<file path="config.mk">
export PLATFORM = sky130hd
export DESIGN_NAME = unidade_controle
export DESIGN_NICKNAME = d
export VERILOG_FILES = /design/src/rtl/unidade_controle.sv
export SDC_FILE = /design/constraint.sdc
export NUM_CORES = 1
export LEC_CHECK = 0
export BUFFER_PORTS_ARGS = -buffer_cell sky130_fd_sc_hd__buf_2
export CAP_MARGIN = 15
export CORE_ASPECT_RATIO = 0.7
export CORE_MARGIN = 5
export CORE_UTILIZATION = 40
export DETAILED_ROUTE_END_ITERATION = 6
export HOLD_SLACK_MARGIN = 0.03
export PLACE_DENSITY_LB_ADDON = 0.1
export SYNTH_ARGS = -nofsm -noshare
export SYNTH_HDL_FRONTEND = slang
export SYNTH_SLANG_ARGS = --single-unit
</file>
<file path="constraint.sdc">
create_clock -name clock -period 1.5 [get_ports clock]
set_input_delay 0.3 -clock clock [delete_from_list [all_inputs] [get_ports clock]]
set_output_delay 0.3 -clock clock [all_outputs]
set_load 0.1 [all_outputs]
</file>
<file path="src/rtl/unidade_controle.sv">
// unidade_controle: multi-cycle control unit that fetches 8-bit instructions
// from a synchronous program ROM, decodes them and drives the ULA. It owns
// the PC, the instruction register and the operand registers regA/regB, and
// moves data between the data RAM and those registers.
//
// Instruction format: [7:4] opcode, [3:0] operando (RAM address for memory ops).
//   0000-1011 ALU op (one-cycle enableULA pulse)
//   1100      STORE  RAM[operando] <= saidaULA
//   1101      LOADA  regA <= RAM[operando]
//   1110      LOADB  regB <= RAM[operando]
//   1111      HALT
//
// Optional feature: define UC_PASSO_EN to add the 'passo' input and an ESPERA
// state, so that exactly one instruction executes per passo pulse.
module unidade_controle #(
    parameter int LARGURA_PC   = 4,
    parameter int LARGURA_DADO = 8
) (
    input  logic                    clock,
    input  logic                    resetn,
`ifdef UC_PASSO_EN
    input  logic                    passo,
`endif
    output logic [LARGURA_PC-1:0]   pc,
    input  logic [7:0]              instrucao,
    output logic [3:0]              opcode,
    output logic [3:0]              operando,
    output logic [LARGURA_DADO-1:0] regA,
    output logic [LARGURA_DADO-1:0] regB,
    output logic                    enableULA,
    input  logic [LARGURA_DADO-1:0] saidaULA,
    output logic [3:0]              endereco,
    output logic [LARGURA_DADO-1:0] dado_ram_out,
    input  logic [LARGURA_DADO-1:0] dado_ram_in,
    output logic                    we_ram,
    output logic                    parado
);

    localparam logic [3:0] OP_STORE = 4'hC;
    localparam logic [3:0] OP_LOADA = 4'hD;
    localparam logic [3:0] OP_LOADB = 4'hE;
    localparam logic [3:0] OP_HALT  = 4'hF;

`ifdef UC_PASSO_EN
    typedef enum logic [2:0] {
        BUSCA, DECODIFICA, EXECUTA, CARREGA, PARADO, ESPERA
    } estado_t;
    // Every finished instruction parks in ESPERA until the next passo pulse.
    localparam estado_t ESTADO_INICIAL = ESPERA;
`else
    typedef enum logic [2:0] {
        BUSCA, DECODIFICA, EXECUTA, CARREGA, PARADO
    } estado_t;
    localparam estado_t ESTADO_INICIAL = BUSCA;
`endif

    estado_t                 state_q, state_d;
    logic [LARGURA_PC-1:0]   pc_q, pc_d;
    logic [7:0]              ir_q, ir_d;
    logic [LARGURA_DADO-1:0] rega_q, rega_d;
    logic [LARGURA_DADO-1:0] regb_q, regb_d;

    logic [3:0] op;
    assign op = ir_q[7:4];

    // State and datapath registers; reset is asynchronous so a reset in
    // mid-instruction aborts it without waiting for a clock edge.
    always_ff @(posedge clock or negedge resetn) begin
        if (!resetn) begin
            state_q <= ESTADO_INICIAL;
            pc_q    <= '0;
            ir_q    <= '0;
            rega_q  <= '0;
            regb_q  <= '0;
        end else begin
            // NOTE: non-blocking assignments in clocked blocks so every
            // register samples the pre-edge values of the others.
            state_q <= state_d;
            pc_q    <= pc_d;
            ir_q    <= ir_d;
            rega_q  <= rega_d;
            regb_q  <= regb_d;
        end
    end

    // Next-state and register-update logic for the fetch/decode/execute FSM.
    always_comb begin
        // NOTE: every variable gets a hold value first; a path that forgets
        // to assign one would otherwise infer a latch.
        state_d = state_q;
        pc_d    = pc_q;
        ir_d    = ir_q;
        rega_d  = rega_q;
        regb_d  = regb_q;
        case (state_q)
            BUSCA: begin
                state_d = DECODIFICA;
            end
            DECODIFICA: begin
                ir_d    = instrucao;
                pc_d    = pc_q + LARGURA_PC'(1);
                state_d = EXECUTA;
            end
            EXECUTA: begin
                case (op)
                    OP_LOADA, OP_LOADB: state_d = CARREGA;
                    OP_HALT:            state_d = PARADO;
                    default:            state_d = ESTADO_INICIAL;
                endcase
            end
            CARREGA: begin
                if (op == OP_LOADA) rega_d = dado_ram_in;
                else                regb_d = dado_ram_in;
                state_d = ESTADO_INICIAL;
            end
            PARADO: begin
                state_d = PARADO;
            end
`ifdef UC_PASSO_EN
            ESPERA: begin
                if (passo) state_d = BUSCA;
            end
`endif
            default: begin
                state_d = ESTADO_INICIAL;
            end
        endcase
    end

    // Outputs decoded from state and ir only; the strobes can only fire in
    // EXECUTA and the opcode ranges are disjoint, so they never overlap.
    always_comb begin
        enableULA    = 1'b0;
        we_ram       = 1'b0;
        endereco     = 4'h0;
        dado_ram_out = '0;
        parado       = 1'b0;
        case (state_q)
            EXECUTA: begin
                if (op < OP_STORE) begin
                    enableULA = 1'b1;
                end else if (op == OP_STORE) begin
                    we_ram       = 1'b1;
                    endereco     = ir_q[3:0];
                    dado_ram_out = saidaULA;
                end else if (op != OP_HALT) begin
                    endereco = ir_q[3:0];
                end
            end
            CARREGA: begin
                endereco = ir_q[3:0];
            end
            PARADO: begin
                parado = 1'b1;
            end
            default: begin
                parado = 1'b0;
            end
        endcase
    end

    assign pc       = pc_q;
    assign opcode   = ir_q[7:4];
    assign operando = ir_q[3:0];
    assign regA     = rega_q;
    assign regB     = regb_q;

endmodule

</file>
; Word level (Yosys, flattened, before mapping)
; Cells that the tools add are included.
[totals]
out_inout_bits = 43
in_bits = 26
elab_cells = 36
regBits = 31
[classes]
n_reduce_logical = 4
mux = 15
n_bitwise = 1
n_addsub = 1
n_eq_ne = 9
magnitude_cmp = 1
[ops]
columns = op, n
row1 = 2-to-1 mux 8 bit, 3
row2 = "equality test 4 bit, second input constant", 4
row3 = 2-to-1 mux 4 bit, 3
row4 = case mux 3 bit (4 select lines), 1
row5 = case mux 4 bit (2 select lines), 1
row6 = "equality test 3 x 2 -> 1 bit, second input constant", 2
row7 = 2-to-1 mux 1 bit, 6
row8 = case mux 3 bit (2 select lines), 1
row9 = "adder 4 x 1 -> 4 bit, second input constant", 1
row10 = "less-than comparator 4 bit, second input constant", 1
row11 = "inequality test 4 bit, second input constant", 1
row12 = AND reduction 2 bit, 2
row13 = "equality test 3 x 1 -> 1 bit, second input constant", 1
row14 = "equality test 3 bit, second input constant", 1
row15 = logical NOT 3 bit, 1
row16 = OR reduction 2 bit, 1
row17 = NOT 1 bit, 1

; Depth between registers and ports, before layout
; Gate-level depths: netlist of run 1.
[logic_depth]
depth_word = 5
mapped_depth = 4
ltp_nobuf = 3

; Worst setup path before layout of run 1
; Ideal clock, no wire load.
[synth_path]
kind = register to output
from = register ir_q[6]
to = output endereco[0]
stages_incl_launch_ff = 3
t_arrival_ns = 3.540
required_time_ns = 1.200
n_path_buf = 0
slack_ns = -2.340
path_cell_list = dfrtp_1 a31oi_1 nor3b_1
[synth_via]
elab_chain_cells = 5
word_cells_on_any_way = 7
classes_between = order compare: 1 / eq/ne: 2 / mux: 4
[synth_rtl]
columns = item, line_no
row1 = start: declaration, 59  ; logic [7:0] ir_q, ir_d;
row2 = start signal: assignment, 80  ; ir_q <= ir_d;
row3 = inequality test 4 bit, 146  ; end else if (op != OP_HALT) begin
row4 = 2-to-1 mux 4 bit, 146
row5 = 2-to-1 mux 4 bit, 142  ; end else if (op == OP_STORE) begin
row6 = 2-to-1 mux 4 bit (*), 140  ; if (op < OP_STORE) begin
row7 = case mux 4 bit (2 select lines) (*), 138  ; case (state_q)
row8 = end: declaration, 32  ; output logic [3:0] endereco,
; Mark *: on every way between the ends. The rest lies on a longest branch, timed or not.

; Final worst setup path of run 1
[layout_path]
from = register state_q[2]
to = output dado_ram_out[2]
[layout_via]
elab_chain_cells = 2
[layout_rtl]
columns = item, line_no
row1 = start: declaration, 57  ; estado_t state_q, state_d;
row2 = start signal: assignment, 78  ; state_q <= state_d;
row3 = equality test 3 x 2 -> 1 bit, 138
row4 = 2-to-1 mux 8 bit, 138
row5 = end: declaration, 33  ; output logic [LARGURA_DADO-1:0] dado_ram_out,
; No other way between the ends.

==> results of run 1 <==
cells by family after synthesis:
logic type	count (synthesis)	share of synthesized area
DFF	31	0.569
adders and majority gates	1	0.00918
buffers and inverters	4	0.0129
muxes	25	0.207
xor gates and xnor gates	4	0.0257
AOI/OAI and AO/OA	4	0.0211
and+or+nand+nor	26	0.155
cell usage after synthesis:
cell type	n
a31oi_1	1
nor4_4	1
dfrtp_1	31
nand4b_2	1
or3_1	1
o31ai_1	2
inv_1	2
nand2_1	3
xor2_1	1
xnor2_1	3
mux2_2	25
a211oi_1	1
and2_1	8
nor3b_4	1
ha_1	1
nand4_1	1
nand2b_1	2
nor2_1	1
nor3_4	1
nand3b_1	1
nor3b_1	4
buf_2	2
nor3b_2	1
cell type report:
cell class / count / area, sq um
flip-flops and latches: 31 / 795
clock inverters: 1 / 5.00
fillers: 178 / 632
repair buffers: 93 / 878
multi-input cells: 60 / 759
inverters: 2 / 7.51
clock buffers: 7 / 76.3
well taps: 47 / 58.8
sequential cells by signal, indices dropped and copies added, names as in the netlist:
name / cells
state_q: 3
regB: 8
regA: 8
ir_q: 8
pc: 4
through the flow:
stage / hold WS (ps) / setup slack (ps)
after CTS: 83.4 / -491
final: 59.3 / -383
after global routing: 103 / -473
after global placement: 362 / -154
after detailed placement: 378 / -219
after floorplan: 4.41 / -1490
how the worst min path moves through the flow:
stage | startpoint | end | slack [ps] | cells past startpoint
after detailed placement | resetn | pc[1]$_DFFE_PN0N_ | 380 | 1
after floorplan | resetn | ir_q[0]$_DFFE_PN0N_ | 4 | 0
after CTS | resetn | pc[1]$_DFFE_PN0N_ | 80 | 1
after global routing | resetn | pc[1]$_DFFE_PN0N_ | 100 | 1
final | resetn | pc[1]$_DFFE_PN0N_ | 60 | 1
after global placement | resetn | pc[0]$_DFFE_PN0N_ | 360 | 1
routing by layer:
| layer | share of wire | up-vias | GRT usage |
|---|---|---|---|
| met3 | 0.047 | 4 | 0.0489 |
| met2 | 0.53 | 32 | 0.328 |
| met1 | 0.41 | 562 | 0.200 |
| met5 | 0 | - | 0 |
| met4 | 0.011 | 0 | 0.0386 |
| li1 | - | 528 | - |
what timing repair did:
item,CTS,global route
hold buffers,0,0
pin swaps,6,6
setup endpoints to repair,31,33
gates cloned,0,0
buffers inserted,10,3
resized for setup,37,14
hold endpoints to repair,0,0
==> flow_summary_export.csv, run 1 <==
group,metric,value,unit
clock_network,clock_latency,280,ps
setup_path,path_depth,5,
final_layout,area_growth,89.3,%
status,status,"finished with violations",
setup_path,critical_path_class,"flip-flop to output pin",
sta,tns,-6820,ps
synthesis,syn_nets,122,
floorplan,die-height,58.8,um
sta,fin_ws,-383,ps
sta,finalSetupViolations,43,
clock_network,clockRootBuffer,"clkbuf_8",
setup_path,setup.worst_path.end_class,"output pin",
clock_network,cts_tree,"done",
final_layout,diodes,0,
clock_network,htreeDepth,2,
final_layout,final_common_cell,"buf_2",
sta,skew,6.03,ps
setup_path,critPathSlowestCell,"dfrtp_1",
global_route,grt_first_pass_wirelength,6.15,mm
global_route,track_usage,0.175,
floorplan,io_pins,69,
drt,routedWlPerCell,17.5,um
placed_design,dp.cells,224,
clock_network,path_clk_slew,60,ps
drt,firstDrtPassIters,4,
sta,rsz0062_at_grt,"true",
floorplan,core,0.00321,sq mm
final_layout,drive_above_1_share,0.804,
min_path,min_path_type,"input port to asynchronous set/reset pin",
setup_path,crit-reg2reg-launch,"state_q[2]$_DFF_PN0_",
placed_design,routabilityCongestion,0.810,
job,maxCapViolations,0,
setup_path,r2r_slack,-110,ps
floorplan,die_w,79.8,um
floorplan,dieArea,0.00469,sq mm
global_route,grt_max_degree,32,
setup_path,worstPathRequired,1200,ps
drt,drt_wl_total,4.21,mm
global_route,antenna_found_initial,0,
placed_design,port_buffers,68,
final_layout,layout.cells.non_filler,241,
placed_design,place_area,0.00225,sq mm
drt,ant_nets,0,
synthesis,yosysUniqueCellTypes,23,
synthesis,synth_seq_cells,31,
setup_path,crit_family,"simple AND/OR/NAND/NOR gates",
setup_path,critPathLaunch,"state_q[2]$_DFF_PN0_",
clock_network,cts_sinks,31,
synthesis,ys_seq_area_frac,0.569,
sta,max_freq,531,MHz
floorplan,placementRows,17,
synthesis,syn_avg_cell_area,14.3,sq um
floorplan,start_util,0.424,
synthesis,synth.cell_area,0.00136,sq mm
clock_network,cts_inserted_buffers,5,
sta,finalCriticalPeriod,1880,ps
placed_design,dp_hpwl,2.78,mm
setup_path,timing.rr.end,"regB[0]$_DFFE_PN0P_",
sta,report.final.slew_viol_count,0,
setup_path,crit_path_start_kind,"flip-flop",
final_layout,fin_util,0.803,
setup_path,critPathCapture,"dado_ram_out[2]",
synthesis,yosys_warnings,0,
global_route,grt.overflow.total,0,
setup_path,worstPathArrival,1580,ps
synthesis,syn_inst,95,
drt,drc,0,
final_layout,final_cell_mix,"buf_2 (49), dfrtp_1 (24), buf_12 (20)",
drt,vias_per_cell,4.67,
synthesis,ys_top_cells_by_area,"dfrtp_1 (57%), mux2_2 (21%), and2_1 (3.7%), nor3b_1 (2.2%), xnor2_1 (1.9%)",
global_route,grt_pass1_vias,1205,
setup_path,reg2regPathDepth,6,
final_layout,nets,220,
setup_path,cp_cell_sequence,"nand2b_4 > nor4_4 > buf_6 > and2_4 > buf_12",
sta,slew_headroom,0.550,
sta,hold_viol_final,0,
final_layout,final_area,0.00258,sq mm
status,violations,"negative setup slack",
setup_path,cp_max_fo,8,
setup_path,slowest_delay,370,ps
drt,drt_iter0_markers,47,
sta,post-route-period-util,1.26,
drt,dr_total_vias,1126,
synthesis,synth_top_area_cell,"dfrtp_1",
synthesis,synth_top_cell_area_share,0.569,
sta,worstMarginPinSlew,675,ps
clock_network,clk_path_buf_depth,2,
setup_path,cp_num_buf_inv,2,
Power of run 1 is not shown: default switching activity piles up to over one toggle a cycle in this logic, so the estimate is an artifact.
==> run 2, diff against run 1 <==
--- a/config.mk
+++ b/config.mk
@@ -5,7 +5,7 @@
 export SDC_FILE = /design/constraint.sdc
 export NUM_CORES = 1
 export LEC_CHECK = 0
-export BUFFER_PORTS_ARGS = -buffer_cell sky130_fd_sc_hd__buf_2
+export BUFFER_PORTS_ARGS = -buffer_cell sky130_fd_sc_hd__clkbuf_2
 export CAP_MARGIN = 15
 export CORE_ASPECT_RATIO = 0.7
 export CORE_MARGIN = 5
==> run 2 against run 1 <==
Against the previous run:
- the run still ends with negative setup slack left
- wire length is 24% higher
- register-to-register slack worse by 150 ps
- fmax is 4.8% lower
- flip-flop and latch count stayed put
- final cell count is 6.2% higher
- first-iteration DRC count is 30% lower
- sequential share of layout area is 2.4 points lower
- via count is 13% higher
- count of clock-buffer cells in the layout is 2 lower
- critical path depth stayed put
- critical path type unchanged
==> flow_summary_export.csv, run 2 (same netlist as run 1, synthesis figures left out) <==
group,metric,value,unit
final_layout,area_growth,105,%
final_layout,final_common_cell,"clkbuf_2",
placed_design,port_buffers,68,
final_layout,drive_above_1_share,0.823,
min_path,min_path_type,"input port to flip-flop",
final_layout,diodes,0,
clock_network,cts_inserted_buffers,5,
clock_network,cts_tree,"done",
floorplan,start_util,0.424,
sta,finalSetupViolations,45,
sta,hold_viol_final,0,
setup_path,crit_path_start_kind,"flip-flop",
placed_design,dp_hpwl,2.98,mm
clock_network,htreeDepth,2,
floorplan,placementRows,17,
setup_path,critical_path_class,"flip-flop to output pin",
clock_network,clock_latency,290,ps
setup_path,worstPathRequired,1200,ps
floorplan,die-height,58.8,um
floorplan,dieArea,0.00469,sq mm
sta,fin_ws,-477,ps
global_route,grt_max_degree,23,
global_route,antenna_found_initial,0,
final_layout,final_cell_mix,"clkbuf_2 (38), buf_4 (32), mux2_4 (25)",
final_layout,multi_input_area,791,sq um
drt,dr_total_vias,1278,
sta,report.final.slew_viol_count,0,
final_layout,seq_area,795,sq um
global_route,grt.overflow.total,0,
global_route,track_usage,0.192,
clock_network,clk_path_buf_depth,2,
floorplan,io_pins,69,
floorplan,core,0.00321,sq mm
drt,drt_iter0_markers,33,
drt,firstDrtPassIters,4,
placed_design,routabilityCongestion,0.856,
sta,worstMarginPinSlew,589,ps
drt,ant_nets,0,
setup_path,cp_max_fo,4,
drt,drc,0,
global_route,grt_pass1_vias,1332,
global_route,grt_first_pass_wirelength,6.71,mm
clock_network,path_clk_slew,70,ps
sta,post-route-period-util,1.32,
drt,routedWlPerCell,20.4,um
final_layout,nets,235,
status,violations,"negative setup slack",
job,maxCapViolations,0,
final_layout,final.fill_count,144,
drt,drt_wl_total,5.23,mm
final_layout,largest_registers,"ir_q: 8 flops, regA: 8 flops, regB: 8 flops",
setup_path,setup.worst_path.end_class,"output pin",
status,status,"finished with violations",
drt,vias_per_cell,4.99,
sta,max_freq,506,MHz
clock_network,clockRootBuffer,"clkbuf_8",
sta,finalCriticalPeriod,1980,ps
floorplan,die_w,79.8,um
sta,skew,6.57,ps
final_layout,fin_util,0.871,
setup_path,worstPathArrival,1680,ps
sta,tns,-10400,ps
clock_network,cts_sinks,31,
sta,rsz0062_at_grt,"true",
sta,slew_headroom,0.608,
-- run 2: stage by stage --
stage | area [sq um] | cells | hold WS, ps | setup slack, ps
after floorplan | 1440 | 95 | 4.41 | -1490
after global placement | 2310 | 228 | 308 | -131
after detailed placement | 2310 | 228 | 317 | -232
after CTS | 2550 | 244 | 243 | -500
after global routing | 2800 | 256 | 230 | -539
final | 2800 | 256 | 241 | -477
-- run 2: path summary, 6_finish.rpt --
| path | startpoint | end | slack (ps) | cells past startpoint |
|---|---|---|---|---|
| min in group asynchronous | resetn | ir_q[4]$_DFFE_PN0N_ | 540 | 2 |
| worst min-delay path | instrucao[3] | ir_q[3]$_DFFE_PN0N_ | 240 | 2 |
| worst max register to register | ir_q[4]$_DFFE_PN0N_ | regB[1]$_DFFE_PN0P_ | -260 | 6 |
| worst max-delay path | state_q[2]$_DFF_PN0_ | dado_ram_out[3] | -480 | 5 |
| worst min register to register | pc[3]$_DFFE_PN0N_ | pc[3]$_DFFE_PN0N_ | 480 | 1 |
| max in group asynchronous | resetn | pc[1]$_DFFE_PN0N_ | 410 | 3 |
-- run 2: layout make-up --
class	instances	share of cell area
clock buffers	5	0.0246
clock inverters	3	0.0156
inverters	2	0.00268
multi-input cells	60	0.283
flip-flops and latches	31	0.284
well taps	47	0.0210
repair buffers	108	0.370
-- run 2: per-layer routing --
layer  vias to the layer above  global-route usage  part of all wire
li1                        564                   -                 -
met1                       649               0.228              0.40
met2                        49               0.326              0.52
met3                        16              0.0596             0.051
met4                         0              0.0795             0.028
met5                         -                   0                 0
-- run 2: worst max-delay path: stages, from the launching register on --
cell and delay, ps:
dfrtp_1 410, nand2b_4 180, nor4_4 280, buf_2 200, and2_4 160, buf_12 160
-- run 2: what timing repair did --
| item | CTS | global route |
|---|---|---|
| hold endpoints to repair | 20 | 0 |
| pin swaps | 7 | 8 |
| cloned | 0 | 1 |
| resized for setup | 18 | 47 |
| setup buffers | 7 | 13 |
| setup endpoints to repair | 31 | 45 |
| hold buffers | 1 | 0 |
Power of run 2 is left out for the same reason.
==> run 3, diff against run 2 <==
--- a/config.mk
+++ b/config.mk
@@ -5,11 +5,12 @@
 export SDC_FILE = /design/constraint.sdc
 export NUM_CORES = 1
 export LEC_CHECK = 0
+export ABC_AREA = 1
 export BUFFER_PORTS_ARGS = -buffer_cell sky130_fd_sc_hd__clkbuf_2
 export CAP_MARGIN = 15
 export CORE_ASPECT_RATIO = 0.7
 export CORE_MARGIN = 5
-export CORE_UTILIZATION = 40
+export CORE_UTILIZATION = 41
 export DETAILED_ROUTE_END_ITERATION = 6
 export HOLD_SLACK_MARGIN = 0.03
 export PLACE_DENSITY_LB_ADDON = 0.1
==> run 3 against run 2 <==
Against the previous run:
- the run still ends with negative setup slack left
- clock skew shrank 3.2 ps
- highest routed layer unchanged
- via count grew 18%
- non-clock buffer count shrank 20
- die area grew 3.0%
- wire length shrank 15%
==> flow_summary_export.csv, run 3 <==
group,metric,value,unit
final_layout,layout.cells.non_filler,325,
final_layout,diodes,0,
sta,finalCriticalPeriod,1800,ps
synthesis,ys_top_cells_by_area,"dfrtp_1 (54%), nand2_1 (20%), nand3_1 (8.0%), inv_1 (4.4%), nor2_1 (2.9%)",
synthesis,synth_seq_cells,31,
synthesis,ys_seq_area_frac,0.536,
sta,tns,-3570,ps
clock_network,clk_path_buf_depth,2,
job,maxCapViolations,0,
placed_design,port_buffers,68,
drt,drc,0,
clock_network,cts_sinks,31,
sta,finalSetupViolations,14,
sta,skew,3.39,ps
sta,worstMarginPinSlew,557,ps
setup_path,critical_path_class,"flip-flop to output pin",
floorplan,die_w,81.0,um
placed_design,place_area,0.00246,sq mm
global_route,grt_pass1_vias,1432,
sta,max_freq,556,MHz
final_layout,area_growth,86.7,%
final_layout,final_common_cell,"nand2_1",
synthesis,synth-edff-count,0,
synthesis,yosysMostFrequentCell,"nand2_1",
synthesis,syn_nets,209,
sta,post-route-period-util,1.20,
floorplan,dieArea,0.00483,sq mm
drt,drt_iter0_markers,53,
placed_design,dp_hpwl,3.28,mm
sta,hold-worst-slack,213,ps
sta,rsz0062_at_grt,"true",
clock_network,cts_tree,"done",
global_route,antenna_found_initial,0,
final_layout,final_area,0.00270,sq mm
final_layout,nets,301,
synthesis,syn_avg_cell_area,7.95,sq um
final_layout,drive_above_1_share,0.527,
global_route,grt.overflow.total,0,
setup_path,worstPathArrival,1500,ps
status,status,"finished with violations",
floorplan,core,0.00347,sq mm
floorplan,placementRows,18,
placed_design,routabilityCongestion,0.829,
global_route,track_usage,0.194,
setup_path,setup.worst_path.end_class,"output pin",
floorplan,die-height,59.7,um
global_route,grt_max_degree,23,
synthesis,synth.cell_area,0.00145,sq mm
sta,slew_headroom,0.629,
final_layout,largest_registers,"ir_q: 8 flops, regA: 8 flops, regB: 8 flops",
clock_network,htreeDepth,2,
clock_network,clock_latency,270,ps
final_layout,seq_area,798,sq um
clock_network,clockRootBuffer,"clkbuf_8",
status,violations,"negative setup slack",
drt,ant_nets,0,
drt,dr_total_vias,1510,
clock_network,path_clk_slew,60,ps
synthesis,synth_common_cells,"nand2_1 (77), dfrtp_1 (31), nand3_1 (23)",
global_route,grt_first_pass_wirelength,7.00,mm
drt,routedWlPerCell,13.6,um
synthesis,synth_top_area_cell,"dfrtp_1",
drt,firstDrtPassIters,4,
placed_design,dp.cells,309,
drt,drt_wl_total,4.43,mm
sta,fin_ws,-299,ps
setup_path,cp_max_fo,5,
synthesis,syn_inst,182,
synthesis,async_flop_share,1.00,
floorplan,io_pins,69,
final_layout,multi_input_area,805,sq um
setup_path,crit_path_start_kind,"flip-flop",
final_layout,final.fill_count,247,
synthesis,yosys_warnings,0,
sta,hold_viol_final,0,
drt,vias_per_cell,4.65,
clock_network,cts_inserted_buffers,5,
setup_path,worstPathRequired,1200,ps
sta,report.final.slew_viol_count,0,
final_layout,final_cell_mix,"nand2_1 (70), buf_4 (37), clkbuf_2 (27)",
synthesis,yosysUniqueCellTypes,18,
synthesis,synth_top_flop_cell,"dfrtp_1",
floorplan,start_util,0.417,
synthesis,synth_top_cell_area_share,0.536,
min_path,min_path_type,"input port to flip-flop",
run 3: changes by cell type after synthesis, moves of 4 or more:
cell	before	now
nor3b_1	4	0
mux2_2	25	0
o21ai_0	0	5
nand3_1	0	23
nor2_1	1	11
and2_1	8	0
nand2_1	3	77
inv_1	2	17
run 3: cell type report:
cell class                      instances  area share
Sequential cell                        31       0.296
Inverter                               18      0.0273
Clock buffer                            7      0.0357
Clock inverter                          1     0.00278
Multi-Input combinational cell        130       0.298
Tap cell                               50      0.0232
Timing Repair Buffer                   88       0.317
run 3: stage by stage:
| step | util | worst slack, ps |
|---|---|---|
| 2_1_floorplan | - | -376 |
| 3_3_place_gp | 0.709 | -8.05 |
| 3_5_place_dp | 0.709 | -39.0 |
| 4_1_cts | 0.766 | -279 |
| 5_1_grt | 0.778 | -353 |
| 6_report | 0.778 | -299 |
run 3: logic make-up after synthesis:
group | share of synthesized area
fa+ha+maj | 0.00865
flops | 0.536
compound gates | 0.0208
simple gates | 0.360
buf+inv | 0.0623
xor+xnor | 0.0121
run 3: final timing paths:
path                                            from  slack [ps]                   to  depth (start not counted)
worst max-delay path            state_q[0]$_DFF_PN0_        -300      dado_ram_out[6]                          6
worst min-delay path                    instrucao[6]         210  ir_q[6]$_DFFE_PN0N_                          3
worst max register to register   ir_q[5]$_DFFE_PN0N_          70  regA[2]$_DFFE_PN0P_                          7
worst min register to register   regB[0]$_DFFE_PN0P_         470  regB[0]$_DFFE_PN0P_                          2
max in group asynchronous                     resetn         410  regB[7]$_DFFE_PN0P_                          3
min in group asynchronous                     resetn         570  ir_q[4]$_DFFE_PN0N_                          2
run 3: repair_timing:
item                                    in CTS  in global routing
resized for setup                           14                  7
cloned                                       1                  0
buffers inserted                             4                  4
pin swaps                                    8                  6
hold buffers                                 1                  0
endpoints found under the setup margin      14                 31
hold endpoints to repair                    20                  0
run 3: metal layers:
metal	track usage	up-vias	part of all wire
met5	0	-	0
met2	0.287	61	0.44
met4	0.0627	0	0.013
met1	0.269	692	0.46
met3	0.0633	6	0.087
li1	-	751	-
run 3: critical path, stage by stage (launching register included):
cell	delay [ps]
dfrtp_1	400
inv_2	90
nand3_4	90
nor2_4	200
nand2_8	120
nor2_4	140
buf_12	180
Power of run 3 is left out for the same reason.
